<file path="config.mk">
export PLATFORM = sky130hd
export DESIGN_NAME = alu_arbiter
export DESIGN_NICKNAME = d
export VERILOG_FILES = /design/src/rtl/alu_arb_pkg.sv /design/src/rtl/alu_arbiter_rr_arbiter.sv /design/src/rtl/alu_arbiter.sv
export SDC_FILE = /design/constraint.sdc
export NUM_CORES = 1
export LEC_CHECK = 0
export BUFFER_PORTS_ARGS = -buffer_cell sky130_fd_sc_hd__buf_2
export CORE_UTILIZATION = 46
export DETAILED_ROUTE_END_ITERATION = 6
export PLACE_DENSITY = 0.89
export SLEW_MARGIN = 40
export SYNTH_ARGS = -nofsm -noshare
export SYNTH_HDL_FRONTEND = slang
export SYNTH_SLANG_ARGS = --single-unit
</file>
<file path="constraint.sdc">
create_clock -name CLK -period 3.26 [get_ports CLK]
set_input_delay 0 -clock CLK [delete_from_list [all_inputs] [get_ports CLK]]
set_output_delay 0 -clock CLK [all_outputs]
set_load 0.1 [all_outputs]
</file>
<file path="src/rtl/alu_arb_pkg.sv">
// alu_arb_pkg: shared definitions for the ALU arbiter slice.
//   - arb_state_e : FSM state encoding (also driven onto the debug port)
//   - DEF_FUN_WIDTH / DEF_TIMEOUT_CYC : default ALU function width and timeout
//   - cnt_width() : width of a counter that must reach TIMEOUT_CYC
//   - ptr_width() : width of a requester index (at least 1 bit)
package alu_arb_pkg;

    typedef enum logic [2:0] {
        ST_IDLE    = 3'd0,
        ST_GATE_ON = 3'd1,
        ST_ISSUE   = 3'd2,
        ST_WAIT    = 3'd3,
        ST_RESP    = 3'd4
    } arb_state_e;

    localparam int DEF_FUN_WIDTH   = 4;
    localparam int DEF_TIMEOUT_CYC = 8;

    function automatic int cnt_width(input int timeout_cyc);
        return $clog2(timeout_cyc + 1);
    endfunction

    function automatic int ptr_width(input int num_req);
        return (num_req > 1) ? $clog2(num_req) : 1;
    endfunction

    localparam int DEF_CNT_WIDTH = cnt_width(DEF_TIMEOUT_CYC);

endpackage

</file>
<file path="src/rtl/alu_arbiter_rr_arbiter.sv">
// rr_arbiter: combinational one-hot requester pick.
//   Default build: round-robin, search starts at rr_ptr and wraps.
//   With ALU_ARB_FIXED_PRIO_EN defined: fixed priority, lowest index wins,
//   and the rr_ptr port does not exist.
// Ports:
//   req      in  NUM_REQ  request levels
//   rr_ptr   in  PTR_W    first index searched (round-robin build only)
//   any      out 1        at least one request is high
//   pick_oh  out NUM_REQ  one-hot winner
//   pick_idx out PTR_W    binary index of the winner
module rr_arbiter
    import alu_arb_pkg::*;
#(
    parameter  int NUM_REQ = 4,
    localparam int PTR_W   = ptr_width(NUM_REQ)
) (
    input  logic [NUM_REQ-1:0] req,
`ifndef ALU_ARB_FIXED_PRIO_EN
    input  logic [PTR_W-1:0]   rr_ptr,
`endif
    output logic               any,
    output logic [NUM_REQ-1:0] pick_oh,
    output logic [PTR_W-1:0]   pick_idx
);

`ifdef ALU_ARB_FIXED_PRIO_EN
    // Scan from the top down so the lowest set index is the last one written.
    always_comb begin
        any      = 1'b0;
        pick_oh  = '0;
        pick_idx = '0;
        for (int i = NUM_REQ - 1; i >= 0; i--) begin
            if (req[i]) begin
                any        = 1'b1;
                pick_oh    = '0;
                pick_oh[i] = 1'b1;
                pick_idx   = PTR_W'(i);
            end
        end
    end
`else
    // Visit rr_ptr, rr_ptr+1, ... modulo NUM_REQ; first hit wins.
    always_comb begin
        logic [PTR_W-1:0] idx;
        any      = 1'b0;
        pick_oh  = '0;
        pick_idx = '0;
        idx      = '0;
        for (int k = 0; k < NUM_REQ; k++) begin
            idx = PTR_W'((int'(rr_ptr) + k) % NUM_REQ);
            if (!any && req[idx]) begin
                any          = 1'b1;
                pick_oh[idx] = 1'b1;
                pick_idx     = idx;
            end
        end
    end
`endif

endmodule

</file>
<file path="src/rtl/alu_arbiter.sv">
// alu_arbiter: shares one ALU between NUM_REQ requesters (REF_CLK domain).
// Sequence per operation: IDLE (arbitrate, capture operands, raise clk_en)
//   -> GATE_ON (let the gated clock settle) -> ISSUE (alu_en pulse)
//   -> WAIT (ALU valid or timeout) -> RESP (one-cycle rsp_valid) -> IDLE.
// Build option: define ALU_ARB_FIXED_PRIO_EN for fixed lowest-index-wins
// priority; otherwise round-robin starting at rr_ptr.
// Ports:
//   CLK, RST              clock; synchronous active-low reset
//   req/req_a/req_b/req_fun  per-requester request level and flattened operands
//   gnt                   one-hot grant, GATE_ON through RESP
//   rsp_valid/rsp_data/rsp_err  one-cycle response strobe, result, timeout flag
//   alu_a/alu_b/alu_fun/alu_en  captured operands and issue pulse to the ALU
//   clk_en                Clock_Gating enable
//   alu_out/alu_out_valid ALU result and its registered valid
//   state_dbg             current FSM state (arb_state_e encoding)
// Handshake: a requester holds req until it sees its rsp_valid bit; operands
// are captured at grant, and alu_out_valid is honoured only in WAIT.
module alu_arbiter
    import alu_arb_pkg::*;
#(
    parameter int NUM_REQ       = 4,
    parameter int OPERAND_WIDTH = 8,
    parameter int ALU_OUT_WIDTH = 16,
    parameter int FUN_WIDTH     = DEF_FUN_WIDTH,
    parameter int TIMEOUT_CYC   = DEF_TIMEOUT_CYC
) (
    input  logic                              CLK,
    input  logic                              RST,
    input  logic [NUM_REQ-1:0]                req,
    input  logic [NUM_REQ*OPERAND_WIDTH-1:0]  req_a,
    input  logic [NUM_REQ*OPERAND_WIDTH-1:0]  req_b,
    input  logic [NUM_REQ*FUN_WIDTH-1:0]      req_fun,
    output logic [NUM_REQ-1:0]                gnt,
    output logic [NUM_REQ-1:0]                rsp_valid,
    output logic [ALU_OUT_WIDTH-1:0]          rsp_data,
    output logic                              rsp_err,
    output logic [OPERAND_WIDTH-1:0]          alu_a,
    output logic [OPERAND_WIDTH-1:0]          alu_b,
    output logic [FUN_WIDTH-1:0]              alu_fun,
    output logic                              alu_en,
    output logic                              clk_en,
    input  logic [ALU_OUT_WIDTH-1:0]          alu_out,
    input  logic                              alu_out_valid,
    output logic [2:0]                        state_dbg
);

    localparam int PTR_W = ptr_width(NUM_REQ);
    localparam int CNT_W = cnt_width(TIMEOUT_CYC);

    arb_state_e                state_q, state_d;
    logic [NUM_REQ-1:0]        gnt_q, gnt_d;
    logic [NUM_REQ-1:0]        rsp_valid_q, rsp_valid_d;
    logic [ALU_OUT_WIDTH-1:0]  rsp_data_q, rsp_data_d;
    logic                      rsp_err_q, rsp_err_d;
    logic [OPERAND_WIDTH-1:0]  alu_a_q, alu_a_d;
    logic [OPERAND_WIDTH-1:0]  alu_b_q, alu_b_d;
    logic [FUN_WIDTH-1:0]      alu_fun_q, alu_fun_d;
    logic                      alu_en_q, alu_en_d;
    logic                      clk_en_q, clk_en_d;
    logic [CNT_W-1:0]          cnt_q, cnt_d;
    logic [CNT_W-1:0]          cnt_inc;

    logic                      pick_any;
    logic [NUM_REQ-1:0]        pick_oh;
    logic [PTR_W-1:0]          pick_idx;

`ifndef ALU_ARB_FIXED_PRIO_EN
    logic [PTR_W-1:0]          rr_ptr_q, rr_ptr_d;
    logic [PTR_W-1:0]          win_q, win_d;
`endif

    rr_arbiter #(
        .NUM_REQ (NUM_REQ)
    ) u_rr_arbiter (
        .req      (req),
`ifndef ALU_ARB_FIXED_PRIO_EN
        .rr_ptr   (rr_ptr_q),
`endif
        .any      (pick_any),
        .pick_oh  (pick_oh),
        .pick_idx (pick_idx)
    );

    assign cnt_inc = cnt_q + CNT_W'(1);

    always_comb begin
        state_d     = state_q;
        gnt_d       = gnt_q;
        rsp_valid_d = '0;
        rsp_data_d  = rsp_data_q;
        rsp_err_d   = rsp_err_q;
        alu_a_d     = alu_a_q;
        alu_b_d     = alu_b_q;
        alu_fun_d   = alu_fun_q;
        alu_en_d    = 1'b0;
        clk_en_d    = clk_en_q;
        cnt_d       = cnt_q;
`ifndef ALU_ARB_FIXED_PRIO_EN
        rr_ptr_d    = rr_ptr_q;
        win_d       = win_q;
`endif
        case (state_q)
            ST_IDLE: begin
                if (pick_any) begin
                    alu_a_d   = req_a[int'(pick_idx)*OPERAND_WIDTH +: OPERAND_WIDTH];
                    alu_b_d   = req_b[int'(pick_idx)*OPERAND_WIDTH +: OPERAND_WIDTH];
                    alu_fun_d = req_fun[int'(pick_idx)*FUN_WIDTH +: FUN_WIDTH];
                    gnt_d     = pick_oh;
                    clk_en_d  = 1'b1;
`ifndef ALU_ARB_FIXED_PRIO_EN
                    win_d     = pick_idx;
`endif
                    state_d   = ST_GATE_ON;
                end else begin
                    clk_en_d  = 1'b0;
                end
            end
            ST_GATE_ON: begin
                // Outputs are registered, so alu_en is set on the way into
                // ISSUE and is therefore high for exactly the ISSUE cycle.
                alu_en_d = 1'b1;
                state_d  = ST_ISSUE;
            end
            ST_ISSUE: begin
                cnt_d   = '0;
                state_d = ST_WAIT;
            end
            ST_WAIT: begin
                // A valid result takes precedence over a coincident timeout.
                if (alu_out_valid) begin
                    rsp_data_d  = alu_out;
                    rsp_err_d   = 1'b0;
                    rsp_valid_d = gnt_q;
                    state_d     = ST_RESP;
                end else begin
                    cnt_d = cnt_inc;
                    if (cnt_inc == CNT_W'(TIMEOUT_CYC)) begin
                        rsp_data_d  = '0;
                        rsp_err_d   = 1'b1;
                        rsp_valid_d = gnt_q;
                        state_d     = ST_RESP;
                    end
                end
            end
            ST_RESP: begin
                gnt_d    = '0;
                clk_en_d = 1'b0;
`ifndef ALU_ARB_FIXED_PRIO_EN
                rr_ptr_d = (win_q == PTR_W'(NUM_REQ - 1)) ? '0 : win_q + PTR_W'(1);
`endif
                state_d  = ST_IDLE;
            end
            default: begin
                state_d = ST_IDLE;
            end
        endcase
    end

    always_ff @(posedge CLK) begin
        if (!RST) begin
            state_q     <= ST_IDLE;
            gnt_q       <= '0;
            rsp_valid_q <= '0;
            rsp_data_q  <= '0;
            rsp_err_q   <= 1'b0;
            alu_a_q     <= '0;
            alu_b_q     <= '0;
            alu_fun_q   <= '0;
            alu_en_q    <= 1'b0;
            clk_en_q    <= 1'b0;
            cnt_q       <= '0;
`ifndef ALU_ARB_FIXED_PRIO_EN
            rr_ptr_q    <= '0;
            win_q       <= '0;
`endif
        end else begin
            state_q     <= state_d;
            gnt_q       <= gnt_d;
            rsp_valid_q <= rsp_valid_d;
            rsp_data_q  <= rsp_data_d;
            rsp_err_q   <= rsp_err_d;
            alu_a_q     <= alu_a_d;
            alu_b_q     <= alu_b_d;
            alu_fun_q   <= alu_fun_d;
            alu_en_q    <= alu_en_d;
            clk_en_q    <= clk_en_d;
            cnt_q       <= cnt_d;
`ifndef ALU_ARB_FIXED_PRIO_EN
            rr_ptr_q    <= rr_ptr_d;
            win_q       <= win_d;
`endif
        end
    end

    assign gnt       = gnt_q;
    assign rsp_valid = rsp_valid_q;
    assign rsp_data  = rsp_data_q;
    assign rsp_err   = rsp_err_q;
    assign alu_a     = alu_a_q;
    assign alu_b     = alu_b_q;
    assign alu_fun   = alu_fun_q;
    assign alu_en    = alu_en_q;
    assign clk_en    = clk_en_q;
    assign state_dbg = state_q;

endmodule

</file>
Word-level counts from Yosys, hierarchy flattened
Index checks and enable logic that the tools add are counted.

Word-level logic and storage cells: 107. Flip-flop bits (word level): 58. Input port bits: 103. Output and inout bits: 50.

Shift operators: 3. Reduce and logical (&&, ||, !) cells: 20. Eq/ne operators: 9. Bitwise logic cells: 3. $lt $le $gt $ge: 8. Mux-type cells: 46. Add/subtract/negate cells: 5.

Operators with widths (number): $shiftx 32x6->8 (2); $mux 16 (2); $mux 4 (8); $mux 1 (16); $pmux 4 s2 (2); $shiftx 16x5->4 (1); $lt 2x3->1 const B (4); $or 4x4->4 (3); $pmux 3 s4 (1); $reduce_and 2->1 (6); $mux 2 (5); $mux 3 (3); $bmux 1 s2 (4); $demux 1 s2 (4); $ge 2x1->1 const B (4); $logic_and 1x1->1 (7); $eq 3x2->1 const B (2); $reduce_bool 2->1 (3); $add 2x1->2 const B (2); $add 2x2->2 const B (2); $add 4x1->4 const B (1); $eq 4x4->1 const B (1); $ne 2x2->1 const B (2); $eq 3x1->1 const B (1); other kinds (6) (8).

Logic depth before layout (Yosys ltp)
Gate-level depths: netlist (run 1).

Word-level depth: 14. Mapped depth: 11. Gate-level depth less buffers: 8.

Modules after synthesis
A second synthesis (run 1) with hierarchy kept.

Cells, all modules: 329. Area, all modules: 3542.1 µm².

By module, submodules not included: alu_arbiter (seq. area each 1161.1 µm², cells each 284, area an instance 3119.2 µm², instances 1); rr_arbiter (seq. area each 0.0 µm², cells each 45, area an instance 422.9 µm², instances 1).

Least setup slack after synthesis (run 1)
No wires, ideal clock.

Path type: flip-flop to flip-flop. Start point: register rr_ptr_q[0]. End point: register alu_a_q[7] (netlist: alu_a[7]). Library setup time: 0.138 ns. Period minus slack after synthesis: 2.698 ns. Arrival: 2.560 ns. Cell stages (with the launch flop): 12. Required time: 3.122 ns. Setup slack: 0.562 ns. Path buffers: 3. Path through: dfxtp_1 -> buf_2 -> inv_1 -> ha_1 -> buf_2 -> mux4_2 -> nor2b_4 -> o21ai_1 -> o31ai_4 -> buf_6 -> mux2i_1 -> o221ai_1.

Cells in the longest elaborated chain, start to end: 13. Elaborated cells on any way between the ends: 27. Classes of those cells: add/sub: 3; shift: 1; mux: 16; reduce/logical: 7.

RTL lines: start, declared (RTL line alu_arbiter.sv:68) `logic [PTR_W-1:0] rr_ptr_q, rr_ptr_d;`; start signal, assigned (RTL line alu_arbiter.sv:189) `rr_ptr_q <= rr_ptr_d;`; branches (longest 13 deep; another with $add 2x1->2); end signal, assigned (RTL line alu_arbiter.sv:182) `alu_a_q <= alu_a_d;`; end, declared (RTL line alu_arbiter.sv:55) `logic [OPERAND_WIDTH-1:0] alu_a_q, alu_a_d;`.

Several ways; the timed one is not identified. The select of a mux whose other input is x is not followed. A chain may end at the register's enable or synchronous reset.

Final worst setup path (run 1)
Start point: register rr_ptr_q[1]. End point: register alu_fun_q[0] (netlist: alu_fun[0]).

Cells in the longest elaborated chain, start to end: 13. Elaborated cells on any way between the ends: 27. Classes of those cells: add/sub: 3; shift: 1; mux: 16; reduce/logical: 7.

RTL lines: branches (longest 13 deep; another with $add 2x1->2); end signal, assigned (RTL line alu_arbiter.sv:184) `alu_fun_q <= alu_fun_d;`; end, declared (RTL line alu_arbiter.sv:57) `logic [FUN_WIDTH-1:0] alu_fun_q, alu_fun_d;`.

Several ways; the timed one is not identified. The select of a mux whose other input is x is not followed.

==> results of run 1 <==
==> flip-flops by register name (all words and copies together) (netlist names) <==
name / cells
rsp_data: 16
alu_a: 8
alu_b: 8
alu_fun: 4
cnt_q: 4
gnt: 4
rsp_valid: 4
state_dbg: 3
rr_ptr_q: 2
win_q: 2
alu_en: 1
clk_en: 1
rsp_err: 1
==> power by group through the flow <==
| stage | Sequential [mW] | Combinational (mW) | Clock [mW] |
|---|---|---|---|
| floorplan | 1.16 | 0.199 | 0 |
| global placement | 0.805 | 0.679 | 0 |
| detailed placement | 0.807 | 0.689 | 0 |
| CTS | 0.792 | 0.762 | 0.717 |
| global route | 0.800 | 0.813 | 0.756 |
| finish | 0.795 | 0.782 | 0.711 |
==> layer usage <==
layer  global-route usage, %  share of wire, %  vias to the layer above
met3                    7.96               7.5                       70
met2                    54.1                50                      211
li1                        -                 -                     1650
met1                    30.3                36                     1640
met4                    18.5               6.2                        0
met5                       0                 0                        -
==> cells by family after synthesis <==
family,Yosys count,share of synthesized area (%)
AOI/OAI and AO/OA,82,19.5
muxes,48,16.6
adders and majority gates,11,4.40
DFF,58,37.1
and+or+nand+nor,103,16.8
buffers and inverters,28,5.52
==> final cells by class <==
| cell class | instances | area, µm² |
|---|---|---|
| well taps | 77 | 96.3 |
| inverters | 4 | 15.0 |
| flip-flops and latches | 58 | 1160 |
| multi-input cells | 244 | 1800 |
| repair buffers | 233 | 1580 |
| clock inverters | 4 | 48.8 |
| clock buffers | 12 | 165 |
| fillers | 416 | 1600 |
==> per-stage QoR <==
| step | worst slack, ns | util [%] |
|---|---|---|
| after detailed placement | 0.310 | 59.8 |
| after floorplan | 0.562 | - |
| after global placement | 0.462 | 59.8 |
| after global routing | 0.0596 | 75.2 |
| final | 0.276 | 75.2 |
| after CTS | 0.256 | 75.1 |
==> worst max-delay path: cells and delay by family, from the launching register on <==
family | cells | cell delay, ns
buffers and inverters | 2 | 0.46
and+or+nand+nor | 1 | 0.23
adders and majority gates | 1 | 0.50
AOI/OAI and AO/OA | 3 | 0.37
muxes | 2 | 0.72
DFF | 1 | 0.52
==> synthesized netlist by cell type, types with 2 or more instances <==
cell type  number  area share (%)
a21boi_1        4            0.96
a21o_1          2            0.48
a21oi_1         6            0.96
a22oi_1        25             6.0
a31oi_1         2            0.40
and2_1          4            0.80
and3_1          5             1.0
buf_2           3            0.48
buf_6           8             2.9
clkbuf_1       12             1.4
dfxtp_1        58              37
ha_1           11             4.4
inv_1           4            0.48
mux2i_1        44              14
mux4_2          3             2.2
nand2_1        41             4.9
nand2b_1        3            0.60
nand3b_1        2            0.48
nor2_1         10             1.2
nor2b_1        24             4.8
nor3_1          4            0.64
nor3b_1         2            0.48
nor4_1          2            0.40
o21ai_0        13             2.1
o221ai_1       20             5.6
o22ai_1         2            0.40
==> timing repair <==
| item | CTS | global route |
|---|---|---|
| hold endpoints to repair | 34 | 1 |
| hold buffers | 77 | 1 |
| setup buffers | 0 | 0 |
| gates resized for setup | 0 | 0 |
==> placed cells by master (no fill, tap or decap), types with 3 or more instances in the layout <==
cell / n
buf_2: 152
dlygate4sd3_1: 78
dfxtp_1: 58
mux2i_1: 44
nand2_1: 41
a22oi_1: 25
nor2b_1: 24
o221ai_1: 20
o21ai_0: 13
clkbuf_8: 12
ha_1: 11
nor2_1: 9
a21oi_1: 6
and3_1: 5
inv_1: 4
and2_1: 4
a21boi_1: 4
nor3_1: 4
mux4_2: 3
nand2b_1: 3
==> worst max path at each step <==
stage	slack (ns)	start	end	cells after the start
3_3_place_gp	0.46	rr_ptr_q[1]	alu_fun[0]	9
3_5_place_dp	0.31	rr_ptr_q[1]	alu_fun[0]	9
6_report	0.28	rr_ptr_q[1]	alu_fun[0]	9
4_1_cts	0.26	rr_ptr_q[1]	alu_fun[0]	9
5_1_grt	0.06	rr_ptr_q[1]	alu_b[4]	8
2_1_floorplan	0.56	rr_ptr_q[0]	alu_a[7]	11
==> run_results.csv, run 1 <==
group,metric,value,unit
power_and_ir_drop,clockPowerShare,31.1,%
sta,skew,0.0128,ns
grt,grt_use_total,29.7,%
sta,grt_setup_unrepaired,"no",
sta,timing.fmax,0.335,GHz
routing,drc,12,
power_and_ir_drop,intPower,1.41,mW
sta,fin_crit_sh,91.5,%
worst_setup_path,crit_path_max_fanout,41,
power_and_ir_drop,pwr-share-comb,34.2,%
floorplanning,start_util,48.4,%
worst_setup_path,r2r_start,"rr_ptr_q[1]",
grt,overflow,0,
placement,globalplace.congestion,0.892,
routing,ant_nets,0,
clock_tree,clock_sinks,58,
sta,min_period,2.98,ns
worst_setup_path,worst_setup_path_start_kind,"register",
layout,insertedDiodeCount,0,
sta,drv_slew,0,
power_and_ir_drop,leakage,2.21,nW
synthesis,yosys.cell_types.count,42,
grt,grt_pass1_wl,16800,µm
job,maxCapViolations,0,
grt,grt_pass1_vias,3643,
placement,placed_area,0.00386,mm²
min_path,hp-start,"req_a[26]",
status,violations,"DRC, hold timing",
clock_tree,cts_tree,"built",
grt,antenna_found_initial,0,
power_and_ir_drop,finalPower,2.29,mW
floorplanning,die_width,84.4,µm
worst_setup_path,cp_data_arrival_time,3.16,ns
routing,vias_per_cell,5.65,
synthesis,synth_edf_count,0,
sta,holdWs,-0.000601,ns
layout,final_nets,664,
layout,fin_cells,632,
worst_setup_path,critical-path-slowest-cell,"dfxtp_1",
clock_tree,cts_root_buffer,"clkbuf_8",
sta,hold_violations,1,
sta,max_slew_margin,46.3,%
synthesis,async_reset_ff_share,0,%
min_path,whs_endpoint,"alu_a[2]",
floorplanning,die_area,0.00713,mm²
worst_setup_path,cp_slowest_stage_delay,0.52,ns
sta,tns,0,ns
routing,vias,3571,
floorplanning,rows,29,
clock_tree,cts.htree.levels,3,
routing,drtIter0Drc,189,
sta,setup_viol,0,
synthesis,ys_warn_count,0,
placement,numPortBuffers,152,
grt,grt_max_degree,42,
power_and_ir_drop,swShare,38.5,%
worst_setup_path,critPathRequiredTime,3.43,ns
min_path,hp-class,"in2reg",
power_and_ir_drop,p_sw,0.880,mW
floorplanning,die_h,84.4,µm
layout,finalInstanceArea,0.00486,mm²
worst_setup_path,reg2reg_depth,9,
routing,wire_per_inst,17.2,µm
status,run_status,"finished, violations left",
power_and_ir_drop,peakVddDrop,0.342,mV
synthesis,synth.avg_cell_area,9.47,µm²
placement,hpwl,5790,µm
clock_tree,numCtsBuffers,9,
routing,firstDrtPassIters,7,
synthesis,ys.flop_type,"dfxtp_1",
floorplanning,num_io_pins,153,
clock_tree,clock_latency,0.34,ns
placement,dp.cells,538,
power_and_ir_drop,seqPwrFrac,34.8,%
synthesis,ys_seq_area_share,37.1,%
power_and_ir_drop,p_per_area,471,mW/mm²
synthesis,syn_nets,444,
min_path,min_path_cells,3,
clock_tree,path_clk_slew,0.07,ns
floorplanning,coreArea,0.00646,mm²
worst_setup_path,reg2reg_slack,0.28,ns
worst_setup_path,crit_path_cell_trace,"inv_1, ha_1, mux4_2, nor2b_4, o21ai_1, o31ai_4, buf_12, mux2i_1, o221ai_1",
layout,syn_to_final_growth,55.4,%
worst_setup_path,r2r_end,"alu_fun[0]",
worst_setup_path,end_kind,"register",
clock_tree,clk_path_buf_depth,2,
synthesis,syn_area,0.00313,mm²
sta,worst_slew_pin_slew,0.803,ns
layout,drive_gt1_share,32.8,%
synthesis,synth_seq_cells,58,
synthesis,syn_inst,330,
routing,routed_wirelength,10900,µm
worst_setup_path,worstSetupPathType,"reg2reg",
Power figures use the tool's default switching activity.
==> run 2, diff against run 1 <==
--- a/config.mk
+++ b/config.mk
@@ -6,9 +6,9 @@
 export NUM_CORES = 1
 export LEC_CHECK = 0
 export BUFFER_PORTS_ARGS = -buffer_cell sky130_fd_sc_hd__buf_2
-export CORE_UTILIZATION = 46
+export CORE_UTILIZATION = 30
 export DETAILED_ROUTE_END_ITERATION = 6
-export PLACE_DENSITY = 0.89
+export PLACE_DENSITY = 0.65
 export SLEW_MARGIN = 40
 export SYNTH_ARGS = -nofsm -noshare
 export SYNTH_HDL_FRONTEND = slang
==> run 2 against run 1 <==
Net effect:
- the flow now finishes without violations
- largest power group is now combinational logic
- critical path type unchanged
- critical path depth rose by 1
- fmax fell by 1.1%
- routed wire length fell by 4.0%
- critical endpoint is now alu_a[2]
==> run_results.csv, run 2 (synthesized netlist as in run 1, its figures left out) <==
group,metric,value,unit
worst_setup_path,crit_path_cell_trace,"inv_1, ha_1, mux4_2, nor2b_4, o21ai_1, o31ai_4, buf_6, mux2i_1, dlygate4sd3_1, o221ai_1",
sta,hold_violations,0,
layout,finalInstanceArea,0.00506,mm²
grt,grt_pass1_vias,3803,
sta,setup_viol,0,
floorplanning,start_util,31.4,%
routing,drtIter0Drc,198,
clock_tree,path_clk_slew,0.06,ns
floorplanning,num_io_pins,153,
worst_setup_path,worstSetupPathType,"reg2reg",
min_path,hp-start,"req_a[11]",
routing,wire_per_inst,14.8,µm
routing,drc,0,
worst_setup_path,reg2reg_depth,10,
grt,grt_max_degree,38,
clock_tree,clock_sinks,58,
floorplanning,rows,36,
layout,syn_to_final_growth,61.7,%
placement,globalplace.congestion,0.813,
layout,final_nets,681,
worst_setup_path,cp_slowest_stage_delay,0.58,ns
routing,routed_wirelength,10400,µm
placement,numPortBuffers,152,
sta,fin_crit_sh,92.5,%
worst_setup_path,crit_start,"rr_ptr_q[1]",
worst_setup_path,end_kind,"register",
worst_setup_path,reg2reg_slack,0.24,ns
power_and_ir_drop,leakage,2.26,nW
clock_tree,clock_latency,0.33,ns
routing,firstDrtPassIters,6,
sta,min_period,3.02,ns
placement,dp.cells,597,
worst_setup_path,worst_setup_path_start_kind,"register",
layout,fin_cells,705,
clock_tree,cts_root_buffer,"clkbuf_8",
worst_setup_path,r2r_start,"rr_ptr_q[1]",
sta,skew,0.00899,ns
floorplanning,die_h,104,µm
floorplanning,coreArea,0.00995,mm²
worst_setup_path,cp_data_arrival_time,3.20,ns
clock_tree,clk_path_buf_depth,2,
layout,final_common_cell,"buf_2",
worst_setup_path,r2r_end,"alu_a[2]",
sta,max_slew_margin,50.5,%
placement,place_ws,0.307,ns
placement,placed_area,0.00397,mm²
job,maxCapViolations,0,
sta,final.setup.worst_slack,0.243,ns
layout,final_cell_mix,"152 x buf_2, 91 x dlygate4sd3_1, 57 x dfxtp_1",
power_and_ir_drop,peakVddDrop,0.205,mV
routing,vias,3515,
min_path,hp-class,"in2reg",
grt,grt_use_total,20.1,%
clock_tree,numCtsBuffers,9,
sta,drv_slew,0,
routing,ant_nets,0,
status,run_status,"completed",
layout,fill_cells,891,
floorplanning,die_area,0.0108,mm²
sta,timing.fmax,0.331,GHz
worst_setup_path,critPathRequiredTime,3.44,ns
worst_setup_path,crit_path_max_fanout,9,
floorplanning,die_width,104,µm
power_and_ir_drop,p_per_area,426,mW/mm²
sta,worst_slew_pin_slew,0.740,ns
grt,antenna_found_initial,0,
clock_tree,cts_tree,"built",
clock_tree,cts.htree.levels,3,
routing,vias_per_cell,4.99,
worst_setup_path,critical-path-slowest-cell,"dlygate4sd3_1",
placement,hpwl,6220,µm
worst_setup_path,endpoint,"alu_a[2]",
layout,insertedDiodeCount,0,
layout,drive_gt1_share,32.2,%
sta,grt_setup_unrepaired,"no",
sta,tns,0,ns
grt,grt_pass1_wl,17500,µm
grt,overflow,0,
layout,largest_reg_flops,16,
-- run 2: changes by cell type in the layout (fill, tap and decap cells not counted), sizes merged --
| cell | change |
|---|---|
| bufinv | -1 |
| dlygate4sd3 | +13 |
| clkbuf | +1 |
| buf | +4 |
-- run 2: worst max-delay path, delay by kind of cell, from the launching register on --
family | cells | cell delay [ns]
AOI/OAI and AO/OA | 3 | 0.37
adders and majority gates | 1 | 0.32
buffers and inverters | 3 | 0.92
DFF | 1 | 0.43
muxes | 2 | 0.59
and+or+nand+nor | 1 | 0.23
-- run 2: where the power goes --
group	total, mW	switching (mW)	internal (mW)
Sequential	0.794	0.0330	0.761
Combinational	0.799	0.546	0.253
Clock	0.559	0.266	0.293
Total	2.15	0.845	1.31
-- run 2: layout make-up --
class	count	area [µm²]	area share, %
Tap cell	133	166	3.29
Inverter	4	15.0	0.297
Sequential cell	58	1160	23.0
Timing Repair Buffer	250	1750	34.7
Clock inverter	3	15.0	0.297
Clock buffer	13	149	2.94
Multi-Input combinational cell	244	1800	35.5
-- run 2: timing repair --
action / 4_1_cts / 5_1_grt
setup buffers: 0 / 0
hold buffers: 91 / 0
setup endpoints to repair: 0 / 12
hold endpoints to repair: 36 / 0
resized for setup: 0 / 2
-- run 2: worst min-delay path by stage --
stage,depth (start not counted),endpoint
2_1_floorplan,1,rsp_valid[0]
3_3_place_gp,3,rsp_data[11]
3_5_place_dp,3,rsp_data[6]
4_1_cts,3,alu_a[3]
5_1_grt,3,alu_a[3]
6_report,3,alu_a[3]
-- run 2: metal layers --
| layer | up-vias | wire length, µm | GRT usage, % |
|---|---|---|---|
| met2 | 171 | 5120 | 34.9 |
| met4 | 0 | 605 | 15.7 |
| met3 | 57 | 551 | 5.01 |
| met5 | - | 0 | 0 |
| met1 | 1599 | 4140 | 20.8 |
| li1 | 1688 | - | - |
-- run 2: per-stage QoR --
step	total power, mW	hold slack [ns]	util [%]
2_1_floorplan	1.36	0.153	-
3_3_place_gp	1.50	0.265	39.8
3_5_place_dp	1.51	0.266	39.9
4_1_cts	2.16	0.00927	50.7
5_1_grt	2.26	0.0224	50.8
6_report	2.15	0.0245	50.8
